[src/rtl/muldiv_pkg.sv]
// Shared encodings for the multi-cycle multiply/divide write-back unit.
package muldiv_pkg;

  localparam int XLEN_DEF = 32;

  localparam logic [1:0] OP_MULTU = 2'b00;
  localparam logic [1:0] OP_MULT  = 2'b01;
  localparam logic [1:0] OP_DIVU  = 2'b10;
  localparam logic [1:0] OP_DIV   = 2'b11;

  typedef enum logic [1:0] {
    S_IDLE = 2'd0,
    S_RUN  = 2'd1,
    S_WB   = 2'd2
  } state_t;

  function automatic logic isDivOp(input logic [1:0] o);
    return (o == OP_DIVU) || (o == OP_DIV);
  endfunction

  function automatic logic isSignedOp(input logic [1:0] o);
    return (o == OP_MULT) || (o == OP_DIV);
  endfunction

endpackage

[src/rtl/muldiv_sign_fix.sv]
// Combinational conditional negate: takes magnitudes on the way in, restores signs on the way out.
module muldiv_sign_fix #(
  parameter int W = 32
) (
  input  logic [W-1:0] val,
  input  logic         neg,
  output logic [W-1:0] res
);

  assign res = neg ? -val : val;

endmodule

[src/rtl/muldiv_wb_unit.sv]
// Iterative mul/div, one bit per cycle, write-back of HI/LO on both regfile ports in one cycle (XLEN+2 cycles).
// No queueing: start is ignored while busy. MULDIV_EARLY_OUT_EN lets multiplies finish once the multiplier runs out.
module muldiv_wb_unit
  import muldiv_pkg::*;
#(
  parameter int XLEN = XLEN_DEF,
  parameter int AW   = 5
) (
  input  logic            clk,
  input  logic            rst_n,
  input  logic            start,
  input  logic [1:0]      op,
  input  logic [XLEN-1:0] opA,
  input  logic [XLEN-1:0] opB,
  input  logic [AW-1:0]   hiAddr,
  input  logic [AW-1:0]   loAddr,
  output logic            busy,
  output logic            done,
  output logic            divZero,
  output logic            writeEnable1,
  output logic [AW-1:0]   writeAddress1,
  output logic [XLEN-1:0] writeData1,
  output logic            writeEnable2,
  output logic [AW-1:0]   writeAddress2,
  output logic [XLEN-1:0] writeData2
);

  localparam int CW = $clog2(XLEN);

  state_t              state;
  logic [1:0]          opReg;
  logic [AW-1:0]       hiAddrReg, loAddrReg;
  logic [2*XLEN-1:0]   accReg;    // product accumulator; low half holds the remainder for divides
  logic [2*XLEN-1:0]   shiftReg;  // shifting multiplicand, or dividend morphing into the quotient
  logic [XLEN-1:0]     opBReg;    // shifting multiplier, or divisor
  logic [CW-1:0]       cnt;
  logic                negRes, negRem;

  logic [XLEN-1:0]     absA, absB;
  logic                inSigned;

  assign inSigned = isSignedOp(op);

  muldiv_sign_fix #(.W(XLEN)) uAbsA (.val(opA), .neg(inSigned & opA[XLEN-1]), .res(absA));
  muldiv_sign_fix #(.W(XLEN)) uAbsB (.val(opB), .neg(inSigned & opB[XLEN-1]), .res(absB));

  // One restoring-division step.
  logic [XLEN:0]       divShift, divDiff;
  logic                qBit;
  logic [XLEN-1:0]     remNext;
  logic [2*XLEN-1:0]   accMul;
  logic                lastIter;

  always_comb begin
    divShift = {accReg[XLEN-1:0], shiftReg[XLEN-1]};
    divDiff  = divShift - {1'b0, opBReg};
    qBit     = ~divDiff[XLEN];
    remNext  = qBit ? divDiff[XLEN-1:0] : divShift[XLEN-1:0];
    accMul   = accReg + (opBReg[0] ? shiftReg : '0);
`ifdef MULDIV_EARLY_OUT_EN
    lastIter = (cnt == '0) || (!isDivOp(opReg) && ((opBReg >> 1) == '0));
`else
    lastIter = (cnt == '0);
`endif
  end

  logic [2*XLEN-1:0]   prodFix;
  logic [XLEN-1:0]     quoFix, remFix, hiData, loData;

  muldiv_sign_fix #(.W(2*XLEN)) uFixProd (.val(accReg), .neg(negRes), .res(prodFix));
  muldiv_sign_fix #(.W(XLEN)) uFixQuo (.val(shiftReg[XLEN-1:0]), .neg(negRes), .res(quoFix));
  muldiv_sign_fix #(.W(XLEN)) uFixRem (.val(accReg[XLEN-1:0]), .neg(negRem), .res(remFix));

  // Divide by zero: the restoring loop already leaves |opA| as remainder; quotient is forced.
  always_comb begin
    if (isDivOp(opReg)) begin
      hiData = remFix;
      loData = divZero ? '1 : quoFix;
    end else begin
      hiData = prodFix[2*XLEN-1:XLEN];
      loData = prodFix[XLEN-1:0];
    end
  end

  always_ff @(posedge clk or negedge rst_n) begin
    if (!rst_n) begin
      state         <= S_IDLE;
      opReg         <= OP_MULTU;
      hiAddrReg     <= '0;
      loAddrReg     <= '0;
      accReg        <= '0;
      shiftReg      <= '0;
      opBReg        <= '0;
      cnt           <= '0;
      negRes        <= 1'b0;
      negRem        <= 1'b0;
      busy          <= 1'b0;
      done          <= 1'b0;
      divZero       <= 1'b0;
      writeEnable1  <= 1'b0;
      writeAddress1 <= '0;
      writeData1    <= '0;
      writeEnable2  <= 1'b0;
      writeAddress2 <= '0;
      writeData2    <= '0;
    end else begin
      done         <= 1'b0;
      writeEnable1 <= 1'b0;
      writeEnable2 <= 1'b0;
      case (state)
        S_IDLE: begin
          // busy is still high during the write-back cycle, which blocks a start there
          if (start && !busy) begin
            opReg     <= op;
            hiAddrReg <= hiAddr;
            loAddrReg <= loAddr;
            accReg    <= '0;
            shiftReg  <= {{XLEN{1'b0}}, absA};
            opBReg    <= absB;
            cnt       <= CW'(XLEN - 1);
            negRes    <= inSigned & (opA[XLEN-1] ^ opB[XLEN-1]);
            negRem    <= inSigned & opA[XLEN-1];
            divZero   <= isDivOp(op) && (opB == '0);
            busy      <= 1'b1;
            state     <= S_RUN;
          end else begin
            busy <= 1'b0;
          end
        end
        S_RUN: begin
          if (isDivOp(opReg)) begin
            accReg[XLEN-1:0]   <= remNext;
            shiftReg[XLEN-1:0] <= {shiftReg[XLEN-2:0], qBit};
          end else begin
            accReg   <= accMul;
            shiftReg <= shiftReg << 1;
            opBReg   <= opBReg >> 1;
          end
          if (lastIter) state <= S_WB;
          else          cnt   <= cnt - 1'b1;
        end
        S_WB: begin
          writeEnable1  <= (hiAddrReg != '0) && (hiAddrReg != loAddrReg);
          writeEnable2  <= (loAddrReg != '0);
          writeAddress1 <= hiAddrReg;
          writeAddress2 <= loAddrReg;
          writeData1    <= hiData;
          writeData2    <= loData;
          done          <= 1'b1;
          state         <= S_IDLE;
        end
        default: state <= S_IDLE;
      endcase
    end
  end

endmodule

[config.mk]
export PLATFORM = sky130hd
export DESIGN_NAME = muldiv_wb_unit
export DESIGN_NICKNAME = d
export VERILOG_FILES = /design/src/rtl/muldiv_pkg.sv /design/src/rtl/muldiv_sign_fix.sv /design/src/rtl/muldiv_wb_unit.sv
export SDC_FILE = /design/constraint.sdc
export NUM_CORES = 1
export LEC_CHECK = 0
export ABC_AREA = 1
export CORE_MARGIN = 2
export CORE_UTILIZATION = 42
export CTS_CLUSTER_SIZE = 40
export DETAILED_ROUTE_END_ITERATION = 10
export PLACE_DENSITY = 0.67
export RECOVER_POWER = 50
export SLEW_MARGIN = 20
export SYNTH_ARGS = -nofsm -noshare
export SYNTH_HDL_FRONTEND = slang
export SYNTH_SLANG_ARGS = --single-unit
[constraint.sdc]
create_clock -name clk -period 3.4 [get_ports clk]
set_input_delay 0.85 -clock clk [delete_from_list [all_inputs] [get_ports clk]]
set_output_delay 0.85 -clock clk [all_outputs]
set_load 0.01 [all_outputs]
Word level (Yosys, flattened, before mapping)
Cells that the tools add are included.
{"block": "totals", "register_bits": 260, "in_bits": 79, "output_inout_bits": 79, "word_cells": 95}
{"block": "op_classes", "n_addsub": 8, "eq_ne": 12, "n_mux": 31, "n_bitwise": 5, "n_reduce_logical": 18}
{"op": "$mux W32", "count": 13}
{"op": "$mux W64", "count": 4}
{"op": "$pmux W64 S2", "count": 2}
{"op": "$neg A32 Y32", "count": 4}
{"op": "$add A64 B64 Y64", "count": 1}
{"op": "$neg A64 Y64", "count": 1}
{"op": "$pmux W32 S2", "count": 1}
{"op": "$sub A33 B32 Y33", "count": 1}
{"op": "$logic_not A32 Y1", "count": 1}
{"op": "$eq A2 B2 Y1 const B", "count": 5}
{"op": "$mux W5", "count": 2}
{"op": "$pmux W5 S2", "count": 1}
{"op": "$reduce_bool A5 Y1", "count": 2}
{"op": "$ne A2 B2 Y1 const B", "count": 4}
{"op": "$reduce_and A2 Y1", "count": 3}
{"op": "$reduce_and A3 Y1", "count": 2}
{"op": "$logic_not A5 Y1", "count": 1}
{"op": "$mux W1", "count": 5}
{"op": "$ne A5 B5 Y1", "count": 1}
{"op": "$sub A5 B1 Y5 const B", "count": 1}
{"op": "$eq A2 B1 Y1 const B", "count": 2}
{"op": "$mux W2", "count": 2}
{"op": "$pmux W2 S2", "count": 1}
{"op": "$and A1 B1 Y1", "count": 3}
{"op": "other kinds (7)", "count": 11}

Logic depth before layout (Yosys ltp)
{"block": "depth", "depth_word": 6, "mapped_depth": 21, "mapped_depth_nobuf": 19}

Hierarchy
A second synthesis with hierarchy kept.
{"block": "hier_totals", "cells_unflattened": 4469, "area_unflattened_um2": 26299.0}
{"module": "muldiv_wb_unit", "instances": 1, "cells_per_inst": 3071, "area_each_um2": 19678.9, "seq_area_each_um2": 6481.2}
{"module": "muldiv_sign_fix at uAbsA ...", "instances": 4, "cells_per_inst": 225, "area_each_um2": 1052.3, "seq_area_each_um2": 0.0}
{"module": "muldiv_sign_fix at uFixProd", "instances": 1, "cells_per_inst": 498, "area_each_um2": 2411.1, "seq_area_each_um2": 0.0}

Worst setup path before layout
No wires, ideal clock.
{"block": "synth_path", "path_kind": "register -> register", "start": "register opBReg[0]", "end": "register accReg[62]", "setup_time_ns": 0.118, "arrival_time_ns": 2.732, "required_ns": 3.282, "path_slack_ns": 0.550, "stages_incl_launch_ff": 22, "n_path_buf": 2, "synth_period_minus_slack_ns": 2.850, "cell_sequence": "dfrtp_1 clkbuf_1 buf_1 nand2_1 inv_1 ha_1 inv_1 fa_1 inv_1 nand2_1 o21ai_1 nand2_1 nand2_1 nand2_1 nand3_1 nand2_1 nand2_1 nand2_1 nand2_1 nand2_1 nand3_1 nand2_1"}
{"block": "synth_between", "elab_chain_len": 4}
{"item": "start: declaration", "line": "muldiv_wb_unit.sv:35", "rtl": "logic [XLEN-1:0] opBReg;"}
{"item": "start signal: assignment", "line": "muldiv_wb_unit.sv:119", "rtl": "opBReg <= absB;"}
{"item": "start signal: assignment", "line": "muldiv_wb_unit.sv:137", "rtl": "opBReg <= opBReg >> 1;"}
{"item": "$mux W64", "line": "muldiv_wb_unit.sv:59", "rtl": "accMul = accReg + (opBReg[0] ? shiftReg : '0);"}
{"item": "$add A64 B64 Y64", "line": "muldiv_wb_unit.sv:59"}
{"item": "$mux W32", "line": "muldiv_wb_unit.sv:131", "rtl": "if (isDivOp(opReg)) begin"}
{"item": "$pmux W64 S2", "line": "muldiv_wb_unit.sv:110", "rtl": "case (state)"}
{"item": "end signal: indexed assignment", "line": "muldiv_wb_unit.sv:132", "rtl": "accReg[XLEN-1:0] <= remNext;"}
{"item": "end signal: assignment", "line": "muldiv_wb_unit.sv:135", "rtl": "accReg <= accMul;"}
{"item": "end: declaration", "line": "muldiv_wb_unit.sv:33", "rtl": "logic [2*XLEN-1:0] accReg;"}
No other way between the ends. The select of a mux whose other input is x is not followed.
A chain may end at the register's enable or synchronous reset.

Worst setup path in the final report
{"block": "layout_path", "start": "register opBReg[0]", "end": "register accReg[42]"}
The elaborated chain is that of the path after synthesis.

==> qor.yml <==
run_status:
  run_status: "complete, but fails checks"
  failed_checks: "capacitance limit, slew limit"
route:
  detail-route-antenna-nets: 0
  route.detailed.drc: 0
  postRouteWirelength_um: 99400
  detail_route.vias_per_cell: 5.44
  route.detailed.wl_per_inst_um: 19.6
  met2RoutedLength_um: 39900
  dr.pass1.iters: 6
  wl_met1_um: 45300
  wl_met3_um: 10800
  detailedRoute.firstIterationViolations: 3097
  vias: 27700
  maxUsedRoutingLayer: "met4"
logic_synthesis:
  netlist_instances: 4156
  avgSynthCellArea_sq_um: 5.92
  synth_area_in_simple_gates: 0.383
  ffs_latches_synth: 259
  netlist-cell-type-count: 53
  synth.yosys.warnings: 0
  synth_enable_flop_cells: 0
  synth_sequential_area_ratio: 0.263
  synth_mux_area_frac: 0
  ys_async_sr_fraction: 1.00
  post_synth_xor_area_fraction: 0.0285
  ys.flop_type: "sky130_fd_sc_hd__dfrtp_1"
  total_standard_cell_area_after_synthesis_sq_um: 24600
  synth_fp_nets: 4339
  synthAdderAreaFrac: 0.0535
  combinational_family_with_the_most_area_after_synthesis: "simple AND/OR/NAND/NOR gates"
  synth_compound_gate_area_share: 0.151
place:
  port_buffer_count: 157
  globalplace.congestion: 1.06
  placed_cells: 5024
  dpl.hpwl_um: 79400
  post_dp_cell_area_sq_um: 27300
  pre_cts_ws_ps: 382
clock_tree:
  clk-insertion-delay-late_ps: 580
  tritoncts_clock_tree: "done"
  clock_tree.root_cell: "sky130_fd_sc_hd__clkbuf_16"
  clkSlewWorstSetupHoldPaths_ps: 60
  cts-hold-fix-buffers: 0
  max-clock-path-buffers: 3
  cts_buffers: 35
  clkSinkCount: 259
  clock_tree.htree_level_count: 2
  postCtsSetupRepairBufs: 0
power:
  p_sw_frac: 0.567
  peakVddDrop_uv: 631
  total_leakage_power_nw: 14.6
  power.switching_mw: 17.9
  share_seq_of_total_power: 0.194
  power.share.combinational: 0.687
  intPower_mw: 13.7
  power_frac_clock: 0.119
  power.density_cell_area_nw_per_um2: 1110
grt:
  groute.usage.overall: 0.329
  antenna_found_initial: 3
  grt_first_pass_wirelength_um: 152000
  globalRouteOverflowTotal: 0
  maximum_number_of_pins_on_one_net_before_global_route_repair: 118
  first_global_vias: 25500
layout:
  final_cell_mix: "sky130_fd_sc_hd__nand2_1 (1362), sky130_fd_sc_hd__inv_1 (635), sky130_fd_sc_hd__nor2_1 (409), sky130_fd_sc_hd__nand3_1 (333), sky130_fd_sc_hd__dfrtp_1 (256)"
  finalNonFillerCells: 5085
  finish.net_count: 4479
  insertedDiodeCount: 0
  final_core_utilization: 0.490
  layout-drive-gt1-share: 0.0475
  post-route-cell-area_sq_um: 28300
  area.growth.synth_to_final_pct: 15.1
  fillerInstances: 6191
  leading_cell_type_in_the_layout_fill_and_taps_excluded: "sky130_fd_sc_hd__nand2_1"
setup_path:
  path_common_cell: "sky130_fd_sc_hd__nand2_1"
  crit_path_end_kind: "flop"
  worst_path_max_delay_cell: "sky130_fd_sc_hd__nor3_1"
  crit_buf_inv: 2
  path_cells: "buf_4 > nand2_1 > inv_1 > ha_1 > nand2_1 > nor3_1 > nand3_1 > nand3b_1 > nand3_1 > nand2_1 > nand2_1 > nand2_1 > nand2_1 > nand3_1 > nand2_1"
  worstPathArrival_ps: 3630
  cpLargestDelayFamily: "simple AND/OR/NAND/NOR gates"
  reg2reg_slack_ps: 200
  critical_path.max_fanout: 27
  max_stage_delay_ps: 470
  worst_ep_required_ps: 3830
  crit_type: "reg2reg"
  start_kind: "flop"
floorplanning:
  rows: 88
  initial_utilization: 0.426
  design.die.area_sq_um: 60600
  boundaryPins: 158
  chipWidth_um: 246
  die_h_um: 246
  fp.coreArea_sq_um: 57800
timing:
  clock.fmax_mhz: 313
  max_slew.worst_pin.slew_ps: 1780
  finalSetupViolations: 0
  slew_viol_final: 201
  setup_tns_ps: 0
  final_critical_path_setup_slack_ps: 200
  hold_violations: 0
  min_period_over_period: 0.941
  max_slew_margin: -0.187
  finalClockSkew_ps: 45.7
  grt_setup_unrepaired: "false"
  period_needed_ps: 3200
worst_hold_path:
  class_of_the_most_critical_hold_timing_path: "reg2reg"
job:
  drv_cap: 4
==> power groups by stage <==
stage	registers (mW)	clock network (mW)	logic [mW]
finish	6.13	3.77	21.7
global route	6.22	3.92	24.0
CTS	6.05	3.82	21.1
detailed placement	6.10	0	21.0
global placement	6.08	0	21.0
floorplan	5.56	0	14.0
==> sequential cells by signal (all words and copies together), names as in the netlist <==
register / count
divZero: 1
writeData1: 32
opReg: 1
cnt: 5
busy: 1
writeEnable1: 1
loAddrReg: 5
shiftReg: 64
accReg: 64
negRem: 1
writeAddress1: 5
negRes: 1
state: 2
writeData2: 32
hiAddrReg: 5
done: 1
writeEnable2: 1
writeAddress2: 5
opBReg: 32
==> stage by stage <==
step | power, mW | hold slack (ps)
CTS | 31.0 | 260
finish | 31.6 | 474
global placement | 27.0 | 456
detailed placement | 27.1 | 465
floorplan | 19.5 | 449
global route | 34.1 | 501
==> synth_stat cells (all sizes together) (3+ instances only) <==
cell | count | share of area
nand3b | 25 | 0.0076
or2 | 10 | 0.0025
nor3 | 32 | 0.0069
xor2 | 52 | 0.018
nor4 | 6 | 0.0015
nand3 | 335 | 0.068
a21oi | 253 | 0.052
o211ai | 25 | 0.0076
o221ai | 28 | 0.010
nor2 | 434 | 0.070
dfrtp | 259 | 0.26
xnor2 | 28 | 0.010
inv | 642 | 0.098
o21a | 10 | 0.0030
buf | 52 | 0.011
o21bai | 19 | 0.0058
o22ai | 48 | 0.012
o21ai | 251 | 0.052
o311ai | 3 | 0.0011
nand2 | 1380 | 0.21
o31ai | 4 | 0.0012
clkbuf | 78 | 0.012
and2 | 5 | 0.0013
nand4 | 46 | 0.012
ha | 102 | 0.052
a31oi | 10 | 0.0025
==> path summary, 6_finish.rpt <==
check	start	endpoint	depth (start not counted)
setup / recovery	opBReg[0]$_DFFE_PN0P_	accReg[42]$_DFFE_PN0P_	15
hold reg to reg	writeAddress1[3]$_DFFE_PN0P_	writeAddress1[3]$_DFFE_PN0P_	2
setup reg to reg	opBReg[0]$_DFFE_PN0P_	accReg[42]$_DFFE_PN0P_	15
min in group asynchronous	rst_n	cnt[0]$_DFFE_PN0P_	1
max in group asynchronous	rst_n	writeData1[18]$_DFFE_PN0P_	2
hold / removal	writeAddress1[3]$_DFFE_PN0P_	writeAddress1[3]$_DFFE_PN0P_	2
==> routing by layer <==
layer  GRT usage  vias to the layer above
met3      0.0718                      175
met4       0.106                        0
li1            -                    13600
met5           0                        -
met1       0.485                    12700
met2       0.471                     1280
==> final cells by class <==
class	instances	area, sq um	area share
Timing Repair Buffer	233	2150	0.0757
Tap cell	765	957	0.0338
Clock inverter	18	191	0.00675
Clock buffer	43	966	0.0341
Inverter	644	2420	0.0853
Sequential cell	259	6490	0.229
Multi-Input combinational cell	3123	15200	0.535
==> cell families (layout without fill, tap and decap cells) <==
logic type	after synthesis	after routing
xor gates and xnor gates	80	80
and+or+nand+nor	2275	2275
adders and majority gates	104	104
buffers and inverters	774	938
DFF	259	259
AOI/OAI and AO/OA	664	664
==> worst register-to-register path, stage by stage, from the launching register on <==
cell	delay, ps
sky130_fd_sc_hd__dfrtp_2	440
sky130_fd_sc_hd__buf_4	240
sky130_fd_sc_hd__nand2_1	100
sky130_fd_sc_hd__inv_1	100
sky130_fd_sc_hd__ha_1	400
sky130_fd_sc_hd__nand2_1	210
sky130_fd_sc_hd__nor3_1	470
sky130_fd_sc_hd__nand3_1	170
sky130_fd_sc_hd__nand3b_1	240
sky130_fd_sc_hd__nand3_1	140
sky130_fd_sc_hd__nand2_1	180
sky130_fd_sc_hd__nand2_1	140
sky130_fd_sc_hd__nand2_1	80
sky130_fd_sc_hd__nand2_1	40
sky130_fd_sc_hd__nand3_1	60
sky130_fd_sc_hd__nand2_1	50
==> timing repair <==
item	4_1_cts	5_1_grt
endpoints found under the hold margin	0	0
resized for setup	0	1
endpoints found under the setup margin	0	1
(Power assumes the default switching activity.)
